## src/rtl/issue_ctrl_pkg.sv

```systemverilog
// Shared decode codes and issue-controller types.
// Instruction-type and opcode codes mirror the decoder's shared definitions;
// the latency defaults feed the issue_ctrl / mul_scoreboard parameters.
package issue_ctrl_pkg;

   localparam int unsigned WORD_SIZE = 32;
   localparam int unsigned REG_W     = 5;
   localparam int unsigned OPCODE_W  = 7;
   localparam int unsigned TYPE_W    = 3;

   localparam int unsigned MUL_LATENCY_DEF = 4;
   localparam int unsigned ALU_LATENCY_DEF = 2;

   localparam logic [TYPE_W-1:0] INSTR_TYPE_ALU    = 3'd0;
   localparam logic [TYPE_W-1:0] INSTR_TYPE_LOAD   = 3'd1;
   localparam logic [TYPE_W-1:0] INSTR_TYPE_STORE  = 3'd2;
   localparam logic [TYPE_W-1:0] INSTR_TYPE_BRANCH = 3'd3;
   localparam logic [TYPE_W-1:0] INSTR_TYPE_JUMP   = 3'd4;
   localparam logic [TYPE_W-1:0] INSTR_TYPE_MUL    = 3'd5;
   localparam logic [TYPE_W-1:0] INSTR_TYPE_NOP    = 3'd6;

   localparam logic [OPCODE_W-1:0] OPCODE_ALU     = 7'b0110011;
   localparam logic [OPCODE_W-1:0] OPCODE_ALU_IMM = 7'b0010011;
   localparam logic [OPCODE_W-1:0] OPCODE_LOAD    = 7'b0000011;
   localparam logic [OPCODE_W-1:0] OPCODE_STORE   = 7'b0100011;
   localparam logic [OPCODE_W-1:0] OPCODE_BRANCH  = 7'b1100011;
   localparam logic [OPCODE_W-1:0] OPCODE_JUMP    = 7'b1101111;
   localparam logic [OPCODE_W-1:0] OPCODE_LUI     = 7'b0110111;
   localparam logic [OPCODE_W-1:0] OPCODE_AUIPC   = 7'b0010111;
   localparam logic [OPCODE_W-1:0] OPCODE_NOP     = 7'b0000000;

   // One in-flight MUL; valid is clear for rd = x0 so it never hazards.
   typedef struct packed {
      logic             valid;
      logic [REG_W-1:0] rd;
   } sb_entry_t;

   typedef struct packed {
      logic rs1;
      logic rs2;
   } src_use_t;

   // Which source registers an opcode actually reads.
   function automatic src_use_t src_use(input logic [OPCODE_W-1:0] opcode);
      src_use_t u;
      u = '0;
      case (opcode)
         OPCODE_ALU, OPCODE_BRANCH, OPCODE_STORE: u = '{rs1: 1'b1, rs2: 1'b1};
         OPCODE_ALU_IMM, OPCODE_LOAD:             u = '{rs1: 1'b1, rs2: 1'b0};
         default:                                 u = '0;
      endcase
      return u;
   endfunction

endpackage

```

## src/rtl/mul_scoreboard.sv

```systemverilog
// Age-ordered shift register of in-flight MULs.
// Slot k holds the entry of age k+1; every slot shifts each cycle, so the
// last slot (age DEPTH) is the retiring entry that owns the write port.
// Ports: clk, reset (async high), push/push_rd (MUL issuing this cycle),
//        ent[] (per-entry valid/rd, age = index+1), ret_valid/ret_rd.
module mul_scoreboard
   import issue_ctrl_pkg::*;
#(
   parameter int unsigned DEPTH = MUL_LATENCY_DEF
) (
   input  logic             clk,
   input  logic             reset,
   input  logic             push,
   input  logic [REG_W-1:0] push_rd,
   output sb_entry_t        ent [DEPTH],
   output logic             ret_valid,
   output logic [REG_W-1:0] ret_rd
);

   // Shift every cycle; a retiring slot frees and refills on the same edge.
   always_ff @(posedge clk or posedge reset) begin
      if (reset) begin
         for (int unsigned k = 0; k < DEPTH; k++) ent[k] <= '0;
      end else begin
         ent[0].valid <= push && (push_rd != '0);
         ent[0].rd    <= push ? push_rd : '0;
         for (int unsigned k = 1; k < DEPTH; k++) ent[k] <= ent[k-1];
      end
   end

   assign ret_valid = ent[DEPTH-1].valid;
   assign ret_rd    = ent[DEPTH-1].rd;

endmodule

```

## src/rtl/issue_ctrl.sv

```systemverilog
// In-order issue controller: holds decoded instructions until RAW, WAW and
// writeback-port hazards against in-flight MULs clear, and arbitrates the
// single register-file write port between ALU and MUL timing.
// Ports: clk, reset (async high); decoder in_* fields, exe_ready, flush;
//        in_ready/issue_valid/issue_is_mul (combinational issue decision),
//        stall_raw/waw/wb cause flags, mul_wb_valid/mul_wb_rd writeback.
module issue_ctrl
   import issue_ctrl_pkg::*;
#(
   parameter int unsigned ALU_LATENCY = ALU_LATENCY_DEF,
   parameter int unsigned MUL_LATENCY = MUL_LATENCY_DEF
) (
   input  logic                clk,
   input  logic                reset,
   input  logic                in_valid,
   input  logic [OPCODE_W-1:0] in_opcode,
   input  logic [TYPE_W-1:0]   in_instr_type,
   input  logic [REG_W-1:0]    in_rs1,
   input  logic [REG_W-1:0]    in_rs2,
   input  logic [REG_W-1:0]    in_rd,
   input  logic                exe_ready,
   input  logic                flush,
   output logic                in_ready,
   output logic                issue_valid,
   output logic                issue_is_mul,
   output logic                stall_raw,
   output logic                stall_waw,
   output logic                stall_wb,
   output logic                mul_wb_valid,
   output logic [REG_W-1:0]    mul_wb_rd
);

   // Slot whose MUL writes back in the same cycle a non-MUL issued now would.
   localparam int unsigned WB_IDX = MUL_LATENCY - ALU_LATENCY - 1;

   sb_entry_t ent [MUL_LATENCY];
   src_use_t  use_src;
   logic      is_mul;
   logic      writes;
   logic      raw;
   logic      waw_hit;
   logic      waw;
   logic      wb;
   logic      live;

   mul_scoreboard #(.DEPTH(MUL_LATENCY)) u_sb (
      .clk       (clk),
      .reset     (reset),
      .push      (issue_is_mul),
      .push_rd   (in_rd),
      .ent       (ent),
      .ret_valid (mul_wb_valid),
      .ret_rd    (mul_wb_rd)
   );

   // Hazard detection against the scoreboard.
   always_comb begin
      use_src = src_use(in_opcode);
      is_mul  = (in_instr_type == INSTR_TYPE_MUL);
      writes  = ((in_instr_type == INSTR_TYPE_ALU) ||
                 (in_instr_type == INSTR_TYPE_LOAD) || is_mul) && (in_rd != '0);
      raw     = 1'b0;
      waw_hit = 1'b0;
      // The writeback-cycle slot is forwarded by the register file: skip it.
      for (int unsigned k = 0; k < MUL_LATENCY - 1; k++) begin
         if (ent[k].valid) begin
            if (use_src.rs1 && (in_rs1 != '0) && (in_rs1 == ent[k].rd)) raw = 1'b1;
            if (use_src.rs2 && (in_rs2 != '0) && (in_rs2 == ent[k].rd)) raw = 1'b1;
         end
      end
      for (int unsigned k = 0; k <= WB_IDX; k++) begin
         if (ent[k].valid && (in_rd == ent[k].rd)) waw_hit = 1'b1;
      end
      waw  = writes && !is_mul && waw_hit;
      wb   = writes && !is_mul && ent[WB_IDX].valid;
      live = in_valid && !flush && !reset;
   end

   assign stall_raw    = live && raw;
   assign stall_waw    = live && waw;
   assign stall_wb     = live && wb;
   assign in_ready     = live && exe_ready && !raw && !waw && !wb;
   assign issue_valid  = in_ready;
   assign issue_is_mul = is_mul && issue_valid;

endmodule

```

## config.mk

```make
export PLATFORM = sky130hd
export DESIGN_NAME = issue_ctrl
export DESIGN_NICKNAME = d
export VERILOG_FILES = /design/src/rtl/issue_ctrl_pkg.sv /design/src/rtl/mul_scoreboard.sv /design/src/rtl/issue_ctrl.sv
export SDC_FILE = /design/constraint.sdc
export NUM_CORES = 1
export LEC_CHECK = 0
export CAP_MARGIN = 20
export CORE_ASPECT_RATIO = 1.1
export CORE_MARGIN = 2
export CORE_UTILIZATION = 30
export CTS_CLUSTER_SIZE = 25
export DETAILED_ROUTE_END_ITERATION = 10
export GPL_TIMING_DRIVEN = 0
export PLACE_DENSITY = 0.64
export SLEW_MARGIN = 20
export SYNTH_ARGS = -nofsm -noshare
export SYNTH_HDL_FRONTEND = slang
export SYNTH_SLANG_ARGS = --single-unit
```

## constraint.sdc

```tcl
create_clock -name clk -period 5.8 [get_ports clk]
set_clock_uncertainty 0.15 [all_clocks]
set_input_delay 1.16 -clock clk [delete_from_list [all_inputs] [get_ports clk]]
set_output_delay 1.16 -clock clk [all_outputs]
set_load 0.05 [all_outputs]
```

**Word-level counts from Yosys, hierarchy flattened**

Index checks and enable logic that the tools add are counted.
W data, S select, Z words.

- $add $sub $neg: 0
- Multiply operators: 0
- Div/mod/pow operators: 0
- Magnitude comparators: 0
- Eq/ne operators: 15
- Shift operators: 0
- Multiplexer cells: 13
- Bitwise operators: 0
- Reductions and logical operators: 39

Operator list:

| operator | number |
|---|---|
| $eq A5 B5 Y1 | 8 |
| $logic_and A1 B1 Y1 | 25 |
| $reduce_bool A5 Y1 | 3 |
| $eq A7 B6 Y1 const B | 2 |
| $mux W1 | 11 |
| $eq A7 B2 Y1 const B | 1 |
| $eq A7 B5 Y1 const B | 1 |
| $eq A7 B7 Y1 const B | 1 |
| $logic_not A1 Y1 | 6 |
| $mux W5 | 1 |
| $pmux W2 S2 | 1 |
| $eq A3 B1 Y1 const B | 1 |
| $eq A3 B3 Y1 const B | 1 |
| $logic_not A3 Y1 | 1 |
| $reduce_or A3 Y1 | 1 |
| $logic_or A1 B1 Y1 | 2 |
| $reduce_or A2 Y1 | 1 |

- Bits in registers: 24
- Latch bits: 0
- Bits in writable memories: 0
- ROM bits: 0
- Bits of input ports: 30
- Output and inout bits: 12
- Word-level logic and storage cells: 75
- Memories: 0

**Depth between registers and ports, before layout**

Gate-level depths: netlist of run 1.

- Depth in word-level cells: 20
- Gate-level depth with buffers: 8
- Mapped depth without buffers: 6

**Modules after synthesis**

A second synthesis of run 1 with hierarchy kept.

- Cell total of the unflattened synthesis: 124
- Area total of the unflattened synthesis: 1,318.8 um^2

Modules (own cells, without submodules):

| module | times used | cells each | area each (um^2) | sequential area each (um^2) |
|---|---|---|---|---|
| mul_scoreboard | 1 | 38 | 696.9 | 600.6 |
| issue_ctrl | 1 | 86 | 621.8 | 0.0 |

**Least setup slack after synthesis of run 1**

Ideal clock, no wire load.

- Path kind: input-to-output
- Start point: in in_rd[0]
- End point: out issue_valid
- Arrival: 3,092 ps
- Required time: 4,490 ps
- Path slack: 1,398 ps
- Stages: 6
- Buffers on the path: 1
- Cell sequence: or4_1 nor2_1 or3_1 o211ai_2 nor2_1 buf_4

- Longest elaborated chain between the ends: 8
- Elaborated cells between the ends (all ways): 15
- Those cells by class: 2 x eq/ne; 2 x mux; 11 x reduce/logical

Ends and longest elaborated chain:

| what | line | RTL |
|---|---|---|
| from (decl) | issue_ctrl.sv:20 | `input logic [REG_W-1:0] in_rd,` |
| $eq A5 B5 Y1 | issue_ctrl.sv:72 | `if (ent[k].valid && (in_rd == ent[k].rd)) waw_hit = 1'b1;` |
| $logic_and A1 B1 Y1 | issue_ctrl.sv:72 |  |
| $mux W1 (2 in a row) | issue_ctrl.sv:72 |  |
| $logic_and A1 B1 Y1 | issue_ctrl.sv:74 | `waw = writes && !is_mul && waw_hit;` |
| $logic_not A1 Y1 | issue_ctrl.sv:82 | `assign in_ready = live && exe_ready && !raw && !waw && !wb;` |
| $logic_and A1 B1 Y1 | issue_ctrl.sv:82 |  |
| $logic_and A1 B1 Y1 * | issue_ctrl.sv:82 |  |
| to (decl) | issue_ctrl.sv:24 | `output logic issue_valid,` |

Mark *: on every way between the ends. The rest lies on a longest branch, timed or not.

**Final worst setup path of run 1**

- Start point: in in_rs1[1]
- End point: out issue_is_mul

- Longest elaborated chain between the ends: 17
- Elaborated cells between the ends (all ways): 22
- Those cells by class: 3 x eq/ne; 9 x mux; 10 x reduce/logical

Ends and longest elaborated chain:

| what | line | RTL |
|---|---|---|
| from (decl) | issue_ctrl.sv:18 | `input logic [REG_W-1:0] in_rs1,` |
| $reduce_bool A5 Y1 | issue_ctrl.sv:67 | `if (use_src.rs1 && (in_rs1 != '0) && (in_rs1 == ent[k].rd)) raw = 1'b1;` |
| $logic_and A1 B1 Y1 (2 in a row) | issue_ctrl.sv:67 |  |
| $mux W1 | issue_ctrl.sv:67 |  |
| $mux W1 | issue_ctrl.sv:68 | `if (use_src.rs2 && (in_rs2 != '0) && (in_rs2 == ent[k].rd)) raw = 1'b1;` |
| $mux W1 | issue_ctrl.sv:66 | `if (ent[k].valid) begin` |
| $mux W1 | issue_ctrl.sv:67 |  |
| $mux W1 | issue_ctrl.sv:68 |  |
| $mux W1 | issue_ctrl.sv:66 |  |
| $mux W1 | issue_ctrl.sv:67 |  |
| $mux W1 | issue_ctrl.sv:68 |  |
| $mux W1 * | issue_ctrl.sv:66 |  |
| $logic_not A1 Y1 * | issue_ctrl.sv:82 |  |
| $logic_and A1 B1 Y1 * (3 in a row) | issue_ctrl.sv:82 |  |
| $logic_and A1 B1 Y1 * | issue_ctrl.sv:84 | `assign issue_is_mul = is_mul && issue_valid;` |
| to (decl) | issue_ctrl.sv:25 | `output logic issue_is_mul,` |

Marks and branches as above.

==> qor.yml, run 1 <==
io_pins: 42
netlist_instances: 125
whs_ns: 0.289
placementRows: 25
cts.path.max_buffers: 2
cp_common_cell: "clkdlybuf4s50_1"
stdcell_area_sq_um: 1890
highest_layer: "met4"
wl_um: 3300
synthSimpleGateAreaFrac: 0.172
cts_resized: 0
ys_warn_count: 0
met3WireLength_um: 260
finalWorstSetupSlack_ns: 0.608
core_sq_um: 4320
ir_drop_uv: 88.7
status: "finished clean"
clock_latency_ns: 0.27
clk_pin_slew_ns: 0.09
dr.pass1.iters: 4
setup_tns_ns: 0
yosysSeqAreaShare: 0.446
fin_crit_ns: 5.19
end_kind: "output port"
path_cells: "clkdlybuf4s50_1, or4_4, o2111ai_2, o211ai_2, and4b_2, clkdlybuf4s50_1"
placed_cell_area_sq_um: 1810
synth_fa_ha_area_frac: 0
layout_common_cells: "clkdlybuf4s50_1, dfrtp_1, xnor2_1"
post-place-ws_ns: 0.629
drv_slew: 0
power.leakage_nw: 0.781
ant_nets: 0
place_inst: 219
synth_compound_area_frac: 0.0743
layout_commonest_cell: "clkdlybuf4s50_1"
viasPerCell: 4.99
mappedNetlistNets: 155
drive_above_1_share: 0.0888
synth_area_sq_um: 1350
fmax_mhz: 193
setup_viol: 0
drc: 0
grt_max_degree: 25
grt_use_total: 0.137
cts_buffers: 3
ys_ff_latch: 24
powerDensity_nw_per_um2: 195
dieArea_sq_um: 5040
synth_cell_types: 31
h-tree-depth: 1
syn_avg_cell_area_sq_um: 10.8
grt_setup_unrepaired: "false"
path_class: "primary input to output port"
drt-initial-drc-count: 55
area_growth_syn_to_layout_pct: 40.1
antenna_found_initial: 0
layoutNonFillerInstCount: 223
cp-start-kind: "primary input"
power.total_mw: 0.368
cp.required_ns: 4.49
muxShareOfSynthArea: 0
cts_root_buf: "clkbuf_8"
routedWlPerCell_um: 14.8
port_buffers: 40
relSlewSlack: 0.405
met1Wirelength_um: 1370
cts_setup_buffers: 0
reg2reg_slack_ns: 3.64
initial_core_util: 0.312
finalCritPeriodShare: 0.895
cts_sinks: 24
final_core_util: 0.437
die_w_um: 67.9
overflow: 0
fin_nets: 200
die_h_um: 74.3
cp_max_fo: 5
critPathMaxStageDelay_ns: 0.81
maxCapViolations: 0
grt_pass1_vias: 1141
hpwlAfterDp_um: 2650
gp_congestion: 0.802
slowest_stage: "clkdlybuf4s50_1"
grt_pass1_wl_um: 5140
ctsHoldBuffers: 0
hold_class: "register to register"
hold_viol_final: 0
worst_pin_slew_ns: 0.892
vias: 1113
wl_met2_um: 1630
cts_tree: "done"
synth_top_family_by_area: "XOR/XNOR gates"
arrival_ns: 3.88
num_antenna_cells: 0
synth_xor_area_frac: 0.260
-- power by group --
group	internal [mW]	total, mW	switching (mW)
clock	0.0922	0.147	0.0553
sequential	0.168	0.168	0.000703
combinational	0.0287	0.0523	0.0235
-- per-layer routing --
layer	vias to the layer above	global-route usage
li1	522	-
met1	544	0.171
met2	43	0.230
met3	4	0.0287
met4	0	0.0578
met5	-	0
-- critical path, delay by kind of cell --
family / cells / cell delay [ns]
compound gates: 2 / 0.40
buf+inv: 2 / 1.35
simple gates: 2 / 0.97
-- sequential cells by signal (all words and copies together), names as in the netlist --
name,count
u_sb.ent,18
u_sb.ret_rd,5
u_sb.ret_valid,1
-- cells in the mapped netlist, drive strengths merged --
cell | n | area [sq um]
a211oi | 2 | 15.0
a21bo | 1 | 10.0
a21oi | 1 | 5.00
a31oi | 2 | 12.5
and2 | 5 | 31.3
and3 | 1 | 6.26
and4b | 1 | 11.3
buf | 6 | 45.0
clkbuf | 1 | 3.75
dfrtp | 24 | 601
inv | 4 | 15.0
nand2 | 3 | 11.3
nand2b | 1 | 6.26
nand3 | 3 | 15.0
nand4 | 6 | 37.5
nand4b | 1 | 8.76
nand4bb | 1 | 11.3
nor2 | 4 | 15.0
nor3 | 4 | 20.0
nor3b | 1 | 7.51
nor4 | 4 | 25.0
o2111ai | 1 | 15.0
o211ai | 2 | 20.0
o21ai | 1 | 5.00
o32ai | 2 | 17.5
or3 | 1 | 6.26
or4 | 2 | 18.8
xnor2 | 22 | 193
xor2 | 18 | 158
-- cell type report --
class                           count  area, sq um
Sequential cell                    24          601
Tap cell                           54         67.6
Inverter                            4         15.0
Fill cell                         414         2430
Clock buffer                        3         41.3
Buffer                              7         48.8
Timing Repair Buffer               40          400
Multi-Input combinational cell     90          682
Clock inverter                      1         30.0
-- logic make-up after synthesis --
family,after synthesis
AO/OA/AOI/OAI,12
XOR/XNOR,40
buffers and inverters,11
flip-flops,24
AND/OR/NAND/NOR,38
-- final timing paths --
check,start,endpoint,depth (start not counted)
worst max-delay path,in_rs1[1],issue_is_mul,6
worst min-delay path,u_sb.ent[11],u_sb.ret_valid,0
worst max register to register,u_sb.ent[20],u_sb.ent[21],6
worst min register to register,u_sb.ent[11],u_sb.ret_valid,0
max in group asynchronous,reset,u_sb.ret_rd[0],2
min in group asynchronous,reset,u_sb.ent[18],2
No activity file was read; power rests on OpenSTA's default activity.
==> run 2, diff against run 1 <==
- ABC_AREA: unset -> 1
- PLACE_DENSITY: 0.64 -> 0.62
==> qor.yml, run 2 <==
grt_pass1_wl_um: 5920  # +15%
area_growth_syn_to_layout_pct: 34.7
setup_viol: 0  # unchanged
initial_core_util: 0.307  # -0.00519
port_buffers: 41  # +2.5%
layout_common_cells: "nand2_1, clkdlybuf4s50_1, inv_1"
synth_top_area_share: 0.397  # -0.0491
die_w_um: 71.7  # +5.7%
syn_avg_cell_area_sq_um: 7.00  # -35%
placementRows: 27  # +8.0%
ys_async_sr_fraction: 1.00  # unchanged
fmax_mhz: 208  # +7.8%
ys_ff_latch: 24  # unchanged
pwr-share-seq: 0.520  # +0.063
num_antenna_cells: 0  # unchanged
grt_pass1_vias: 1347  # +18%
arrival_ns: 3.51  # -0.37 ns
fin_nets: 292  # +46%
synth_edf_count: 0  # unchanged
hpwlAfterDp_um: 2820  # +6.4%
whs_ns: 0.251  # -0.0386 ns
grt_use_total: 0.135  # -0.00221
core_sq_um: 4930  # +14%
switching_share: 0.248  # +0.0321
grt_setup_unrepaired: "false"
drive_above_1_share: 0.0846  # -0.00414
io_pins: 42  # unchanged
layout_commonest_cell: "nand2_1"
clk_pin_slew_ns: 0.08  # about the same
viasPerCell: 4.33  # -13%
setup_tns_ns: 0  # unchanged
drc: 0  # unchanged
largest_register_ffs: 18  # unchanged
ys_warn_count: 0  # unchanged
dieArea_sq_um: 5630  # +12%
ctsHoldBuffers: 0  # unchanged
powerDensity_nw_per_um2: 159  # -19%
mappedNetlistNets: 246  # +59%
vias: 1376  # +24%
power.leakage_nw: 1.02  # +30%
cp.required_ns: 4.49  # about the same
post-place-ws_ns: 0.963  # +0.334 ns
synth_area_sq_um: 1510  # +12%
clock_latency_ns: 0.26  # about the same
gp_congestion: 0.789  # -1.6%
drv_slew: 0  # unchanged
p_int_mw: 0.243  # -16%
synth_top_area_cell: "dfrtp_1"
grt_max_degree: 25  # unchanged
status: "finished clean"
netlist_instances: 216  # +73%
die_h_um: 78.5  # +5.7%
cp-start-kind: "primary input"
fillers: 519  # +25%
antenna_found_initial: 0  # unchanged
path_class: "primary input to output port"
hold_viol_final: 0  # unchanged
drt-initial-drc-count: 40  # -27%
end_kind: "output port"
cts_buffers: 3  # unchanged
cts_sinks: 24  # unchanged
clkPwrFrac: 0.303  # -0.098
largest_register: "u_sb.ent"
cp_max_fo: 7  # +2
pwr-share-comb: 0.177  # +0.035
maxCapViolations: 0  # unchanged
cts_root_buf: "clkbuf_8"
ant_nets: 0  # unchanged
cts_resized: 0  # unchanged
finalWorstSetupSlack_ns: 0.983  # +0.374 ns
overflow: 0  # unchanged
seqCellArea_sq_um: 601  # unchanged
cts_setup_buffers: 0  # unchanged
yosysSeqAreaShare: 0.397  # -0.0491
cts_tree: "done"
relSlewSlack: 0.381  # -0.0237
worst_pin_slew_ns: 0.927  # +0.0355 ns
yosys-top-cells-area: "dfrtp_1, nand2_1, inv_1"
routedWlPerCell_um: 10.9  # -26%
hold_class: "register to register"
synth_ff_type: "dfrtp_1"
ir_drop_uv: 67.5  # -24%
synth_cell_types: 22  # -29%
multi_input_area_sq_um: 721  # +5.7%
synth_common_cells: "nand2_1, inv_1, nor2_1"
p_switching_mw: 0.0803  # +1.0%
yosysMostFrequentCell: "nand2_1"
h-tree-depth: 1  # unchanged
dr.pass1.iters: 4  # unchanged
wl_um: 3480  # +5.4%
finalCritPeriodShare: 0.831  # -0.0646
cts.path.max_buffers: 2  # unchanged
fin_crit_ns: 4.82  # -0.374 ns
## run 2: cell types whose count changed in the layout (fill, tap and decap cells not counted), moves of 5 or more
| cell | change |
|---|---|
| and2_1 | -5 |
| inv_1 | +29 |
| inv_2 | +5 |
| nand2_1 | +58 |
| nand3_1 | +6 |
| nor2_1 | +27 |
| o22ai_1 | +5 |
| xnor2_1 | -11 |
| xor2_1 | -11 |
## run 2: layout make-up
| class | count | area share |
|---|---|---|
| multi-input combinational | 147 | 0.354 |
| sequential | 24 | 0.295 |
| timing repair buffer | 41 | 0.201 |
| inverter | 39 | 0.0719 |
| tap | 58 | 0.0356 |
| buffer | 6 | 0.0221 |
| clock buffer | 3 | 0.0203 |
## run 2: cell families after synthesis
kind of cell | count (synthesis) | share of synthesized area
buf+inv | 45 | 0.127
flops | 24 | 0.397
simple gates | 114 | 0.317
xor+xnor | 18 | 0.104
compound gates | 15 | 0.0554
## run 2: per-stage QoR
step	std cells	power, mW	instance area, sq um	util
after floorplan	216	0.198	1510	-
after global placement	315	0.229	2000	0.405
after detailed placement	315	0.230	2000	0.405
after CTS	318	0.326	2040	0.413
after global routing	318	0.338	2040	0.413
final	318	0.324	2040	0.413
## run 2: path summary, 6_finish.rpt
check	startpoint	to	slack, ns	cells past startpoint
min in group asynchronous	reset	u_sb.ent[11]	1.27	2
max in group asynchronous	reset	u_sb.ent[15]	3.66	2
min reg2reg	u_sb.ent[11]	u_sb.ret_valid	0.25	0
min	u_sb.ent[11]	u_sb.ret_valid	0.25	0
max reg2reg	u_sb.ent[16]	u_sb.ent[19]	4.14	8
max	in_rs2[1]	issue_is_mul	0.98	12
## run 2: critical path, stage by stage
cell and delay [ns]:
clkdlybuf4s50_1 0.52, or2_1 0.27, nor2_2 0.12, nor2_2 0.07, nand2_1 0.06, nand2_1 0.06, nand2_2 0.06, nand2_1 0.06
nor2_2 0.10, nand3_2 0.15, inv_1 0.09, clkdlybuf4s50_1 0.79
## run 2: power by group through the flow
stage          combinational, mW  clock [mW]  sequential, mW
2_1_floorplan             0.0265           0           0.172
3_3_place_gp              0.0575           0           0.172
3_5_place_dp              0.0579           0           0.172
4_1_cts                   0.0581      0.0999           0.168
5_1_grt                   0.0640       0.105           0.169
6_report                  0.0573      0.0981           0.168
## run 2: metal layers
layer / routed length (um) / track usage / vias to the layer above / share of wire
li1: - / - / 734 / -
met5: 0 / 0 / - / 0
met4: 65 / 0.0660 / 0 / 0.019
met2: 1600 / 0.219 / 35 / 0.46
met3: 205 / 0.0244 / 6 / 0.059
met1: 1600 / 0.171 / 601 / 0.46
